File: src/rtl/mips_control_fsm.sv
`default_nettype none
// ============================================================================
// mips_control_fsm : multi-cycle MIPS-subset control unit
//                    (FETCH/DECODE/EXEC/MEM/WB) with retired-instruction count.
// Revision 1.0
// ============================================================================
module mips_control_fsm #(
   parameter int CNT_W = 16
) (
   input  logic             clk,
   input  logic             reset,
   input  logic [31:0]      instr,
   input  logic             instr_valid,
   output logic             instr_ready,
   input  logic             zero,
   output logic [4:0]       rd,
   output logic [4:0]       rs,
   output logic [4:0]       rt,
   output logic [15:0]      imm16,
   output logic [25:0]      jumpTarget,
   output logic             regDst,
   output logic             regWr,
   output logic             ALUSrc,
   output logic             memWr,
   output logic             memToReg,
   output logic             jal,
   output logic [3:0]       ALUcntrl,
   output logic             pcWr,
   output logic [1:0]       pcSrc,
   output logic             illegal,
   output logic [CNT_W-1:0] retired
);

   localparam logic [3:0] ALU_ADD = 4'd0;
   localparam logic [3:0] ALU_SUB = 4'd1;
   localparam logic [3:0] ALU_XOR = 4'd2;
   localparam logic [3:0] ALU_SLT = 4'd3;

   localparam logic [1:0] PC_SEQ    = 2'd0;
   localparam logic [1:0] PC_BRANCH = 2'd1;
   localparam logic [1:0] PC_JUMP   = 2'd2;
   localparam logic [1:0] PC_REG    = 2'd3;

   typedef enum logic [2:0] {
      S_FETCH  = 3'd0,
      S_DECODE = 3'd1,
      S_EXEC   = 3'd2,
      S_MEM    = 3'd3,
      S_WB     = 3'd4
   } state_t;

   typedef enum logic [3:0] {
      C_RALU = 4'd0,
      C_JR   = 4'd1,
      C_LW   = 4'd2,
      C_SW   = 4'd3,
      C_XORI = 4'd4,
      C_BNE  = 4'd5,
      C_J    = 4'd6,
      C_JAL  = 4'd7,
      C_ILL  = 4'd8
   } cls_t;

   state_t      state;
   state_t      next_state;
   logic [31:0] ir;
   cls_t        cls;
   logic [3:0]  alu_r;

   assign rs          = ir[25:21];
   assign rt          = ir[20:16];
   assign rd          = ir[15:11];
   assign imm16       = ir[15:0];
   assign jumpTarget  = ir[25:0];
   assign instr_ready = (state == S_FETCH) && !reset;

   // Instruction classification from the latched IR
   always_comb begin
      cls   = C_ILL;
      alu_r = ALU_ADD;
      case (ir[31:26])
         6'h00: begin
            case (ir[5:0])
               6'h20:   begin cls = C_RALU; alu_r = ALU_ADD; end
               6'h22:   begin cls = C_RALU; alu_r = ALU_SUB; end
               6'h2A:   begin cls = C_RALU; alu_r = ALU_SLT; end
               6'h08:   cls = C_JR;
               default: cls = C_ILL;
            endcase
         end
         6'h23:   cls = C_LW;
         6'h2B:   cls = C_SW;
         6'h0E:   cls = C_XORI;
         6'h05:   cls = C_BNE;
         6'h02:   cls = C_J;
         6'h03:   cls = C_JAL;
         default: cls = C_ILL;
      endcase
   end

   always_comb begin
      next_state = state;
      regDst     = 1'b0;
      regWr      = 1'b0;
      ALUSrc     = 1'b0;
      memWr      = 1'b0;
      memToReg   = 1'b0;
      jal        = 1'b0;
      ALUcntrl   = ALU_ADD;
      pcWr       = 1'b0;
      pcSrc      = PC_SEQ;
      illegal    = 1'b0;
      case (state)
         S_FETCH: begin
            if (instr_valid) next_state = S_DECODE;
         end
         S_DECODE: begin
            case (cls)
               C_J: begin
                  pcWr       = 1'b1;
                  pcSrc      = PC_JUMP;
                  next_state = S_FETCH;
               end
               C_JAL: begin
                  pcWr       = 1'b1;
                  pcSrc      = PC_JUMP;
                  regWr      = 1'b1;
                  jal        = 1'b1;
                  next_state = S_FETCH;
               end
               C_ILL: begin
                  illegal    = 1'b1;
                  pcWr       = 1'b1;
                  next_state = S_FETCH;
               end
               default: next_state = S_EXEC;
            endcase
         end
         S_EXEC: begin
            case (cls)
               C_JR: begin
                  pcWr       = 1'b1;
                  pcSrc      = PC_REG;
                  next_state = S_FETCH;
               end
               C_BNE: begin
                  ALUcntrl   = ALU_SUB;
                  pcWr       = 1'b1;
                  pcSrc      = zero ? PC_SEQ : PC_BRANCH;
                  next_state = S_FETCH;
               end
               C_RALU: begin
                  ALUcntrl   = alu_r;
                  next_state = S_WB;
               end
               C_XORI: begin
                  ALUSrc     = 1'b1;
                  ALUcntrl   = ALU_XOR;
                  next_state = S_WB;
               end
               C_LW, C_SW: begin
                  ALUSrc     = 1'b1;
                  next_state = S_MEM;
               end
               default: next_state = S_FETCH;
            endcase
         end
         S_MEM: begin
            case (cls)
               C_SW: begin
                  memWr      = 1'b1;
                  pcWr       = 1'b1;
                  next_state = S_FETCH;
               end
               C_LW: begin
                  // keep the address stable while memory is read
                  ALUSrc     = 1'b1;
                  next_state = S_WB;
               end
               default: next_state = S_FETCH;
            endcase
         end
         S_WB: begin
            next_state = S_FETCH;
            case (cls)
               C_RALU: begin
                  ALUcntrl = alu_r;
                  regDst   = 1'b1;
                  regWr    = 1'b1;
                  pcWr     = 1'b1;
               end
               C_XORI: begin
                  regWr    = 1'b1;
                  pcWr     = 1'b1;
               end
               C_LW: begin
                  memToReg = 1'b1;
                  regWr    = 1'b1;
                  pcWr     = 1'b1;
               end
               default: ;
            endcase
         end
         default: next_state = S_FETCH;
      endcase
      // An in-flight instruction must not commit anything during reset
      if (reset) begin
         regDst   = 1'b0;
         regWr    = 1'b0;
         ALUSrc   = 1'b0;
         memWr    = 1'b0;
         memToReg = 1'b0;
         jal      = 1'b0;
         ALUcntrl = ALU_ADD;
         pcWr     = 1'b0;
         pcSrc    = PC_SEQ;
         illegal  = 1'b0;
      end
   end

   always_ff @(posedge clk) begin
      if (reset) begin
         state   <= S_FETCH;
         ir      <= 32'd0;
         retired <= '0;
      end else begin
         state <= next_state;
         if (state == S_FETCH && instr_valid) ir <= instr;
         if (pcWr && !illegal) retired <= retired + 1'b1;
      end
   end

endmodule
`default_nettype wire
File: config.mk
export PLATFORM = sky130hd
export DESIGN_NAME = mips_control_fsm
export DESIGN_NICKNAME = d
export VERILOG_FILES = /design/src/rtl/mips_control_fsm.sv
export SDC_FILE = /design/constraint.sdc
export NUM_CORES = 1
export LEC_CHECK = 0
export ABC_AREA = 1
export BUFFER_PORTS_ARGS = -buffer_cell sky130_fd_sc_hd__clkbuf_2
export CORE_ASPECT_RATIO = 1.25
export CORE_MARGIN = 4
export CORE_UTILIZATION = 45
export DETAILED_ROUTE_END_ITERATION = 7
export GPL_ROUTABILITY_DRIVEN = 1
export PLACE_DENSITY_LB_ADDON = 0.12
export RECOVER_POWER = 25
export SETUP_SLACK_MARGIN = 0.05
export SLEW_MARGIN = 20
export SYNTH_ARGS = -nofsm -noshare
export SYNTH_HDL_FRONTEND = slang
export SYNTH_SLANG_ARGS = --single-unit
File: constraint.sdc
create_clock -name clk -period 2.3 [get_ports clk]
set_input_delay 0.115 -clock clk [delete_from_list [all_inputs] [get_ports clk]]
set_output_delay 0.115 -clock clk [all_outputs]
set_load 0.05 [all_outputs]
* Yosys cells after proc, flatten, opt, wreduce, memory -nomap -nowiden *
Index checks and enable logic that the tools add are counted.

cells by class
  add/sub/neg operators = 1
  eq/ne operators = 23
  muxes and demuxes = 43
  reductions and logical operators = 16

operators with widths
  operator                                                                count
  6-bit equality test (second input constant)                             5
  4-bit case mux with 7 select lines                                      1
  1-bit two-way mux                                                       23
  16-bit by 1-bit adder with 16-bit output (second input constant)        1
  4-bit by 3-bit equality test with 1-bit output (second input constant)  4
  4-bit case mux with 2 select lines                                      2
  6-bit by 2-bit equality test with 1-bit output (second input constant)  2
  6-bit by 4-bit equality test with 1-bit output (second input constant)  2
  2-bit case mux with 2 select lines                                      3
  3-bit case mux with 4 select lines                                      1
  4-bit case mux with 3 select lines                                      1
  3-bit OR reduction                                                      4
  4-bit by 2-bit equality test with 1-bit output (second input constant)  2
  2-bit two-way mux                                                       4
  4-bit two-way mux                                                       2
  2-bit OR reduction                                                      4
  3-bit by 2-bit equality test with 1-bit output (second input constant)  2
  6-bit by 3-bit equality test with 1-bit output (second input constant)  1
  6-bit zero test                                                         1
  3-bit two-way mux                                                       2
  3-bit case mux with 2 select lines                                      1
  4-bit by 1-bit equality test with 1-bit output (second input constant)  1
  4-bit equality test (second input constant)                             1
  4-bit zero test                                                         1
  other kinds (8)                                                         12

word-level totals
  register bits = 51
  input port bits = 36
  output and inout port bits = 88

* Depth between registers and ports, before layout *
Gate-level depths: netlist of run 1.

  depth after elaboration = 10
  gate-level depth with buffers = 17
  gate-level depth less buffers = 16

* Worst setup path after synthesis of run 1 *
No wires, ideal clock.

  path kind = reg2reg
  start = register ir[28]
  end = register retired[1]
  setup time = 0.112 ns
  data arrival time = 2.206 ns
  required time = 2.188 ns
  slack = -0.018 ns
  stages on the path, launching flop included = 13
  path buffers = 0
  clock period less this slack = 2.318 ns
  cells stage by stage = dfxtp_1 -> nor2_4 -> nand2_1 -> nor2_2 -> nand3_1 -> o21ai_2 -> nand2_2 -> nand2_2 -> nor2_4 -> a21oi_1 -> nand2_1 -> nor2_1 -> nor2_1

on the way
  cells in the longest elaborated chain, start to end = 8

RTL lines
  item                                                                       line           RTL
  start: declaration                                                         66             logic [31:0] ir;
  start signal: assignment                                                   228            if (state == S_FETCH && instr_valid) ir <= instr;
  6-bit by 2-bit equality test with 1-bit output (tied with other cells)     81             case (ir[31:26])
  4-bit case mux with 7 select lines *                                       81
  4-bit by 2-bit equality test with 1-bit output (tied with other cells)     185            case (cls)
  3-bit OR reduction (no line) / 2-bit OR reduction (equally long branches)  n/a
  1-bit two-way mux (on tied branches)                                       185, 118, 140
  1-bit case mux with 4 select lines *                                       113            case (state)
  1-bit two-way mux *                                                        207            if (reset) begin
  named net pcWr                                                             28             output logic pcWr,
  1-bit logical AND *                                                        229            if (pcWr && !illegal) retired <= retired + 1'b1;
  end signal: assignment                                                     229
  end: declaration                                                           31             output logic [CNT_W-1:0] retired

Mark *: on every way through the listed nets, which the timed path passes. The rest lies on a longest branch.
A chain may end at the register's enable or synchronous reset.

* Worst setup path in the final report of run 1 *
  start = register ir[28]
  end = output port ALUcntrl[1]

on the way
  cells in the longest elaborated chain, start to end = 6

RTL lines
  item                                                                                      line      RTL
  6-bit by 2-bit equality test with 1-bit output (tied with other cells)                    81
  4-bit case mux with 7 select lines                                                        81
  4-bit by 3-bit equality test with 1-bit output / 4-bit zero test (equally long branches)  140, 185
  4-bit case mux with 3 select lines / 4-bit two-way mux (equally long branches)            140, 185
  4-bit case mux with 2 select lines *                                                      113
  4-bit two-way mux *                                                                       207
  end: declaration                                                                          27        output logic [3:0] ALUcntrl,

Mark *: on every way between the ends. The rest lies on a longest branch, timed or not.

==> summary by stage, run 1 <==
CTS
The latest clock arrival within the worst-skew pair is ~0.3 ns. TritonCTS built the clock tree. No sink is reached through more buffers than the 2 on the longest clock path. Buffers inserted to repair hold after CTS numbered 0. The CTS root buffer is sky130_fd_sc_hd__clkbuf_8. The total clock sinks is 51.

Clock tree synthesis inserted a total of 5 buffers. The H-tree depth is 2. The clock-pin transition on the worst setup and hold timing paths is about 0.1 ns.

Routing
The per-cell via count in the routed design is 4.95. The count of nets left with antenna violations once routing finished came out at 0. Dividing the detail-routed wire length by the instance count gives between 10 and 15 um. For this block, the initial DRC count from the detailed router was ~140. The aggregate routed wire length is roughly 8.2 mm. The total number of vias is 3,090. After detailed routing, the number of remaining DRC violations is 0. The first TritonRoute pass finished after 4 iterations.

Power and ir drop
The net switching fraction of the power is 40.8%. The part of the power in the clock network is about a quarter. In this run the power density over the cells is about 630 nW/um^2.

The sequential group share of total power is a little over two fifths. The leakage power total is 1.70 nW. The share of total power dissipated in combinational logic is roughly 34%. The analysis attributes to net switching a power of roughly 0.00095 W.

The worst-case IR drop observed on VDD is about 0.26 mV. The internal power of the cells totals around 0.0014 W.

Placement
The HPWL after detailed placement is ~6.2 mm. The global placement routability congestion is 1.01. Input and output buffers added on the ports amount to between 100 and 150.

STA
The slew at the pin closest to its max-slew limit is 0.721 ns. The minimum hold slack is 0.0509 ns. Setup repair after global routing left no endpoint under its margin. Headroom to the max-slew limit came out at 51.8%.

The achievable frequency is roughly 0.46 GHz. The final count of hold timing violations is 0. The maximum clock skew at final layout is between 0.007 and 0.008 ns.

The period utilization is around 94%. Summed over all failing endpoints, the final setup total negative slack is 0 ns. The worst path needs ~2.2 ns of the cycle, external delays included.

The max-slew violation count is 0. The setup-violating endpoint count in the final report is 0.

Die
The die area is approximately 8700 sq um. The initial standard-cell utilization of the core is between 40% and 50%. The floorplan step set the die width to roughly 84 um. The floorplan row count is 34. The floorplan step defined a core boundary enclosing ~7000 sq um. The die is between 100 and 150 um tall.

approximately 120 I/O pins were placed.

Synthesis
The synthesized netlist contains 35 unique library cells. In this run the mean area of a mapped cell was 6.91 sq um. The commonest cells after synthesis are sky130_fd_sc_hd__nand2_1, sky130_fd_sc_hd__buf_4, sky130_fd_sc_hd__dfxtp_1, sky130_fd_sc_hd__nand3_1, sky130_fd_sc_hd__inv_1.

For this run, the register share of the synthesized area comes to a little under a third. By area the synthesized netlist is led by sky130_fd_sc_hd__dfxtp_1, sky130_fd_sc_hd__buf_4, sky130_fd_sc_hd__nand2_1. In the synthesized netlist the async set-or-reset flop fraction comes to 0%. The cell type contributing the most total cell area after synthesis is sky130_fd_sc_hd__dfxtp_1.

In this run, synthesis inferred 0 flip-flops with an integrated enable. Yosys printed 0 warnings. The top flip-flop cell by instance count after synthesis is sky130_fd_sc_hd__dfxtp_1. Of the post-synthesis cell area, the dominant cell type holds between 30% and 40%. The post-synth design cell area is roughly 3300 sq um. The most common cell in the synthesized netlist is sky130_fd_sc_hd__nand2_1. The flip-flop and latch count after synthesis is a little over 50. The number of instances in the synthesized netlist is approximately 470.

Min path
The kind of path behind the tightest hold check is input port to flop. The worst hold path was traced through 3 stages.

Global routing
The pin count of the biggest net entering global routing is 43. The overall track demand over capacity in global routing is 18.1%. The number of antenna violations at the first check in global routing is 0.

The total overflow left after global routing is 0. The first global-routing pass estimated 13.0 mm of wire. The via count of the first global-routing pass is ~2.9k.

Cells and area
0 antenna diodes ended up in the layout. From synthesis to final layout, the design area changed by 13.7%. At the end of the flow, the number of nets in the layout was 570. In the final layout, the share of cells above drive strength 1 is 30.7%.

Critical path
STA classifies the critical path endpoint as an output port. The largest fanout of any net on the critical path is 7. Walking the worst path, the cells encountered are nor2_4 -> buf_4 -> nand3_2 -> nand2_1 -> nor3_4 -> nand2_2 -> nand2_1 -> nand2_1 -> nand2_1 -> o21ai_2 -> a21oi_1 -> buf_4.

At the worst endpoint, the required time is between 2 and 2.5 ns. The type of the setup path with the least slack is flop to output port. The worst stage delay on the critical path is about 0.38 ns.

For the worst setup path, the data arrival time is 2.04 ns. The category of the worst setup path launch point is a flop. The cell type with the highest occurrence count on the critical path is sky130_fd_sc_hd__nand2_1.

For the worst flop-to-flop path, the logic depth is 12. The cell with the biggest individual delay on the critical path is sky130_fd_sc_hd__dfxtp_4.

Run status
The flow ran to the end, and the final reports show no timing, DRC or antenna violations.

Flow run
The number of max-cap violations is 0.
[layer usage]
metal,global-route usage [%],routed length [um],up-vias
li1,-,-,1587
met5,0,0,-
met2,32.9,4080,98
met3,3.09,470,15
met1,21.5,3470,1390
met4,6.81,227,0
[power by group through the flow]
stage	clock network, W	logic, W	registers, W
global placement	0	0.000746	0.00101
CTS	0.000578	0.000748	0.000986
detailed placement	0	0.000746	0.00101
global route	0.000615	0.000835	0.00100
floorplan	0	0.000672	0.00101
finish	0.000553	0.000777	0.000990
[worst paths after layout]
kind	to	slack (ns)	from
setup / recovery	ALUcntrl[1]	0.14	ir[28]$_SDFFE_PP0P_
hold / removal	ir[24]$_SDFFE_PP0P_	0.05	instr[24]
hold reg to reg	ir[24]$_SDFFE_PP0P_	0.48	ir[24]$_SDFFE_PP0P_
setup reg to reg	retired[0]$_SDFFE_PP0P_	0.41	ir[29]$_SDFFE_PP0P_
[cell type report]
cell class                      instances  area, sq um
Clock buffer                            6         82.6
Clock inverter                          2         16.3
Fill cell                             745         3310
Inverter                               50          188
Multi-Input combinational cell        292         1600
Sequential cell                        51         1030
Tap cell                               90          113
Timing Repair Buffer                  133          676
[through the flow]
stage	instances	cell area (sq um)	utilization, %	power [W]	worst slack, ns
after CTS	621	3620	51.6	0.00231	0.0599
after global routing	624	3710	52.8	0.00245	0.0338
final	624	3710	52.8	0.00232	0.143
after global placement	613	3520	50.1	0.00175	0.346
after floorplan	473	3270	-	0.00168	0.158
after detailed placement	613	3520	50.1	0.00175	0.345
[kinds of logic (layout without fill, tap and decap cells)]
kind of cell / after synthesis / after routing / synth area share (%)
and+or+nand+nor: 226 / 226 / 34.9
other: 1 / 2 / 0.115
adders and majority gates: 1 / 1 / 0.384
AOI/OAI and AO/OA: 59 / 59 / 9.52
DFF: 51 / 51 / 31.3
xor gates and xnor gates: 4 / 4 / 1.07
buffers and inverters: 130 / 191 / 22.7
[cells in the final DEF, fill, tap and decap left out, types with 7 or more instances in the layout]
cell	Yosys	layout
sky130_fd_sc_hd__a21oi_1	42	40
sky130_fd_sc_hd__buf_4	60	14
sky130_fd_sc_hd__clkbuf_1	16	34
sky130_fd_sc_hd__clkbuf_2	0	83
sky130_fd_sc_hd__dfxtp_1	51	44
sky130_fd_sc_hd__inv_1	43	42
sky130_fd_sc_hd__inv_2	5	7
sky130_fd_sc_hd__nand2_1	81	79
sky130_fd_sc_hd__nand2_2	5	7
sky130_fd_sc_hd__nand3_1	47	42
sky130_fd_sc_hd__nand3_2	10	12
sky130_fd_sc_hd__nand4_1	20	20
sky130_fd_sc_hd__nor2_1	40	37
sky130_fd_sc_hd__nor3_1	8	7
sky130_fd_sc_hd__o21ai_0	13	12
[registers in the layout, summed over array words and instances (netlist names)]
name     flops
retired     16
ir          32
state        3
[what timing repair did]
action	in CTS	in global routing
setup endpoints to repair	2	8
resized for setup	3	34
pin swaps	1	9
buffers inserted	0	3
[critical path: cells and delay by family, from the launching register on]
family                 cells  cell delay (ns)
and+or+nand+nor            8             0.77
DFF                        1             0.38
buffers and inverters      2             0.35
AOI/OAI and AO/OA          2             0.23
(Power assumes the default switching activity.)
==> run 2, diff against run 1 <==
Clock period 2.3 ns to 2.05 ns, I/O delays scaled along.
==> run 2 against run 1 <==
Largest cell class unchanged. Clock-buffer cell count decreased by 1. Worst hold slack worse by 0.023 ns. Via count increased by 4.4%. Critical endpoint is now ALUcntrl[0]. The flow now finishes with violations (setup timing). Cell count rose by 2.6%.
==> summary by stage, run 2 (synthesis results as in run 1) <==
Routing
The average wire per standard cell came to 13.9 um (+5.5%). The post-detailed-route DRC marker count was 0 (unchanged). The number of design-rule violations left by the first detailed-router iteration is 104 (-25%). The per-cell via count in the routed design is 5.04 (+1.8%). The aggregate routed wire length is 8.92 mm (+8.2%).

The remaining number of nets flagged by the antenna check after routing is 0 (unchanged). The first-pass iteration count of the detailed router is 4 (unchanged). The total number of vias is 3,227 (+4.4%).

CTS
The TritonCTS clock tree is yes. The total clock sinks was 51 (unchanged). The maximum buffer depth of the clock tree is 2 (unchanged). The clock-pin transition on the worst setup and hold timing paths is 0.10 ns (about the same).

The H-tree depth is 2 (unchanged). The tree is rooted in a sky130_fd_sc_hd__clkbuf_8. The latest clock arrival within the worst-skew pair came to 0.31 ns (about the same). The total clock buffers created by CTS is 5 (unchanged).

Global routing
The wire length of the first global-routing pass came to 13.2 mm (+1.2%). The met2 global-route usage came to 32.1% (-0.73 points). The number of antenna violations at the first check in global routing was 0 (unchanged). The sum of overflow across all layers after global routing is 0 (unchanged). The overall track demand over capacity in global routing is 18.3% (+0.24 points). The layer with the highest usage is met2. The met1 usage in global routing is 23.0% (+1.5 points). The pin count of the biggest net entering global routing is 43 (unchanged). The via count of the first global-routing pass is 2,783 (-2.6%). The met3 layer usage reported by global route is 3.72% (+0.63 points).

Cells and area
The fraction of final layout cells sized beyond drive strength 1 came to 36.9% (+6.2 points). The count of filler cells inserted in the layout is 700 (-6.0%). The sequential cell area in the final layout is 1040 sq um (+0.60%).

The most common cell after layout, fill and taps aside is sky130_fd_sc_hd__clkbuf_2. Counting flops per register, the top entry is ir. In the layout the commonest cells are sky130_fd_sc_hd__clkbuf_2, sky130_fd_sc_hd__nand2_1, sky130_fd_sc_hd__dfxtp_1. Relative to the synthesized area, the layout overhead comes to 24.1%.

The flip-flop count of the largest register after layout was 32 (unchanged). The number of antenna cells inserted is 0 (unchanged). In the final layout, the registers with the most flip-flops are ir: 32 flops, retired: 16 flops, state: 3 flops. The post-layout net count is 586 (+2.8%).

The area occupied by multi-input gates is 1710 sq um (+7.1%).

STA
Counting I/O delays and the setup requirement, the final critical path takes between 2 and 2.5 ns. Setup repair after global routing could not meet its margin everywhere. The max-slew violation count is 0 (unchanged).

The slew at the pin closest to its max-slew limit is 0.605 ns (-0.116 ns). Based on the critical path, the design can be clocked at up to ~0.47 GHz. The setup slack after layout is -0.0997 ns (-0.242 ns). The minimum hold slack came to 0.0280 ns (-0.0229 ns). The final count of hold timing violations came to 0 (unchanged). The setup-violating endpoint count in the final report is 5 (+5). Dividing the final minimum period by the clock period gives 105%. The maximum clock skew at final layout is 0.00839 ns (+0.000510 ns).

The worst slew margin relative to its limit is 59.8% (+8.0 points).

Min path
The kind of path behind the tightest hold check is input port to flop. The hold-critical path depth is 3 (unchanged). The hold path endpoint is ir[13]$_SDFFE_PP0P_.

The launch instance of the worst min-delay path is instr[13].

Die
The initial standard-cell utilization of the core is 46.5% (unchanged). The placeable core area was 7020 sq um (unchanged). The die boundary height is 103 um (unchanged).

The count of boundary I/O pins is 124 (unchanged). The x dimension of the die came to 84.1 um (unchanged). The die area is 8680 sq um (unchanged). The floorplan row count came to 34 (unchanged).

Flow run
The number of max-cap violations came to 0 (unchanged).

Critical path
The depth of the worst register-to-register path is 16 (+4). The endpoint of the worst register-to-register path is retired[15]$_SDFFE_PP0P_. The required time of the critical path is 1.95 ns (-0.23 ns). The worst setup path is launched from a flop. The type of destination of the critical path is an output port.

The launch instance of the worst register-to-register path is ir[28]$_SDFFE_PP0P_. The data arrival time of the critical path is 2.05 ns (about the same). The largest fanout of any net on the critical path is 7 (unchanged). Tracing the worst setup path back leads to its startpoint at ir[28]$_SDFFE_PP0P_.

The type of the setup path with the least slack is flop to output port. The worst setup slack for register-to-register paths was -0.06 ns (-0.47 ns).

Placement
The global placement routability congestion is 0.931 (-7.5%). The count of input and output buffers is 121 (unchanged). The HPWL after detailed placement is 6.12 mm (-1.7%). The post-placement worst setup slack is 0.0871 ns (-0.257 ns).

Power and ir drop
The worst voltage drop across the vdd grid was 0.355 mV (+34%). The total power draw is 0.00273 W (+18%). The leakage power total was 1.82 nW (+7.5%). The power per standard cell area is 675 nW/um^2 (+7.9%).

Run status
The run finished, with violations left. The checks that failed: setup timing.
[run 2: changes by cell type in the layout (fill, tap and decap cells not counted), sizes merged]
cell and delta:
buf +22, clkbuf -8, clkinv -1, clkinvlp +1, inv +1, nand2 +1
[run 2: power by group]
| part | internal [W] | switching (W) | total (W) |
|---|---|---|---|
| logic | 0.000297 | 0.000712 | 0.00101 |
| clock network | 0.000245 | 0.000370 | 0.000615 |
| registers | 0.00105 | 0.0000600 | 0.00111 |
| total | 0.00159 | 0.00114 | 0.00273 |
[run 2: layout make-up]
cell class | instances | area share [%]
clock buffer | 5 | 1.70
multi-input combinational | 293 | 42.2
timing repair buffer | 148 | 22.3
clock inverter | 3 | 0.587
sequential | 51 | 25.7
tap | 90 | 2.78
inverter | 50 | 4.70
[run 2: layer usage]
metal	up-vias	routed length, um	part of all wire [%]
met5	-	0	0
met4	0	252	2.8
met3	22	580	6.5
met2	114	4440	50
met1	1458	3640	41
li1	1633	-	-
[run 2: critical path: stages, from the launching register on]
cell and delay [ns]:
sky130_fd_sc_hd__dfxtp_4 0.38, sky130_fd_sc_hd__nor2_4 0.25, sky130_fd_sc_hd__inv_2 0.06, sky130_fd_sc_hd__nand2_2 0.08, sky130_fd_sc_hd__nand2_2 0.07, sky130_fd_sc_hd__nand2_4 0.09, sky130_fd_sc_hd__inv_2 0.04, sky130_fd_sc_hd__nand3_2 0.07
sky130_fd_sc_hd__inv_2 0.04, sky130_fd_sc_hd__nand2_4 0.07, sky130_fd_sc_hd__nand2_2 0.05, sky130_fd_sc_hd__nand2_2 0.08, sky130_fd_sc_hd__nand2_2 0.06, sky130_fd_sc_hd__o21ai_4 0.17, sky130_fd_sc_hd__a21oi_2 0.06, sky130_fd_sc_hd__buf_8 0.16
[run 2: worst max-delay path by stage]
| stage | to | slack, ns |
|---|---|---|
| after global placement | ALUcntrl[0] | 0.18 |
| after floorplan | memWr | -0.06 |
| after CTS | ALUcntrl[0] | -0.03 |
| after global routing | ALUcntrl[0] | -0.23 |
| after detailed placement | ALUcntrl[0] | 0.09 |
| final | ALUcntrl[0] | -0.1 |
[run 2: through the flow]
stage	area [sq um]	utilization [%]	TNS [ns]	std cells
after floorplan	3270	-	-0.171	473
after global placement	3540	50.4	0	614
after detailed placement	3540	50.4	0	614
after CTS	3750	53.4	-0.0329	625
after global routing	4050	57.7	-2.84	640
final	4050	57.7	-0.337	640
[run 2: what timing repair did]
action	CTS	global route
buffers inserted	3	15
gates cloned	0	1
gates resized for setup	30	66
endpoints found under the setup margin	7	19
hold buffers	0	0
pin swaps	4	21
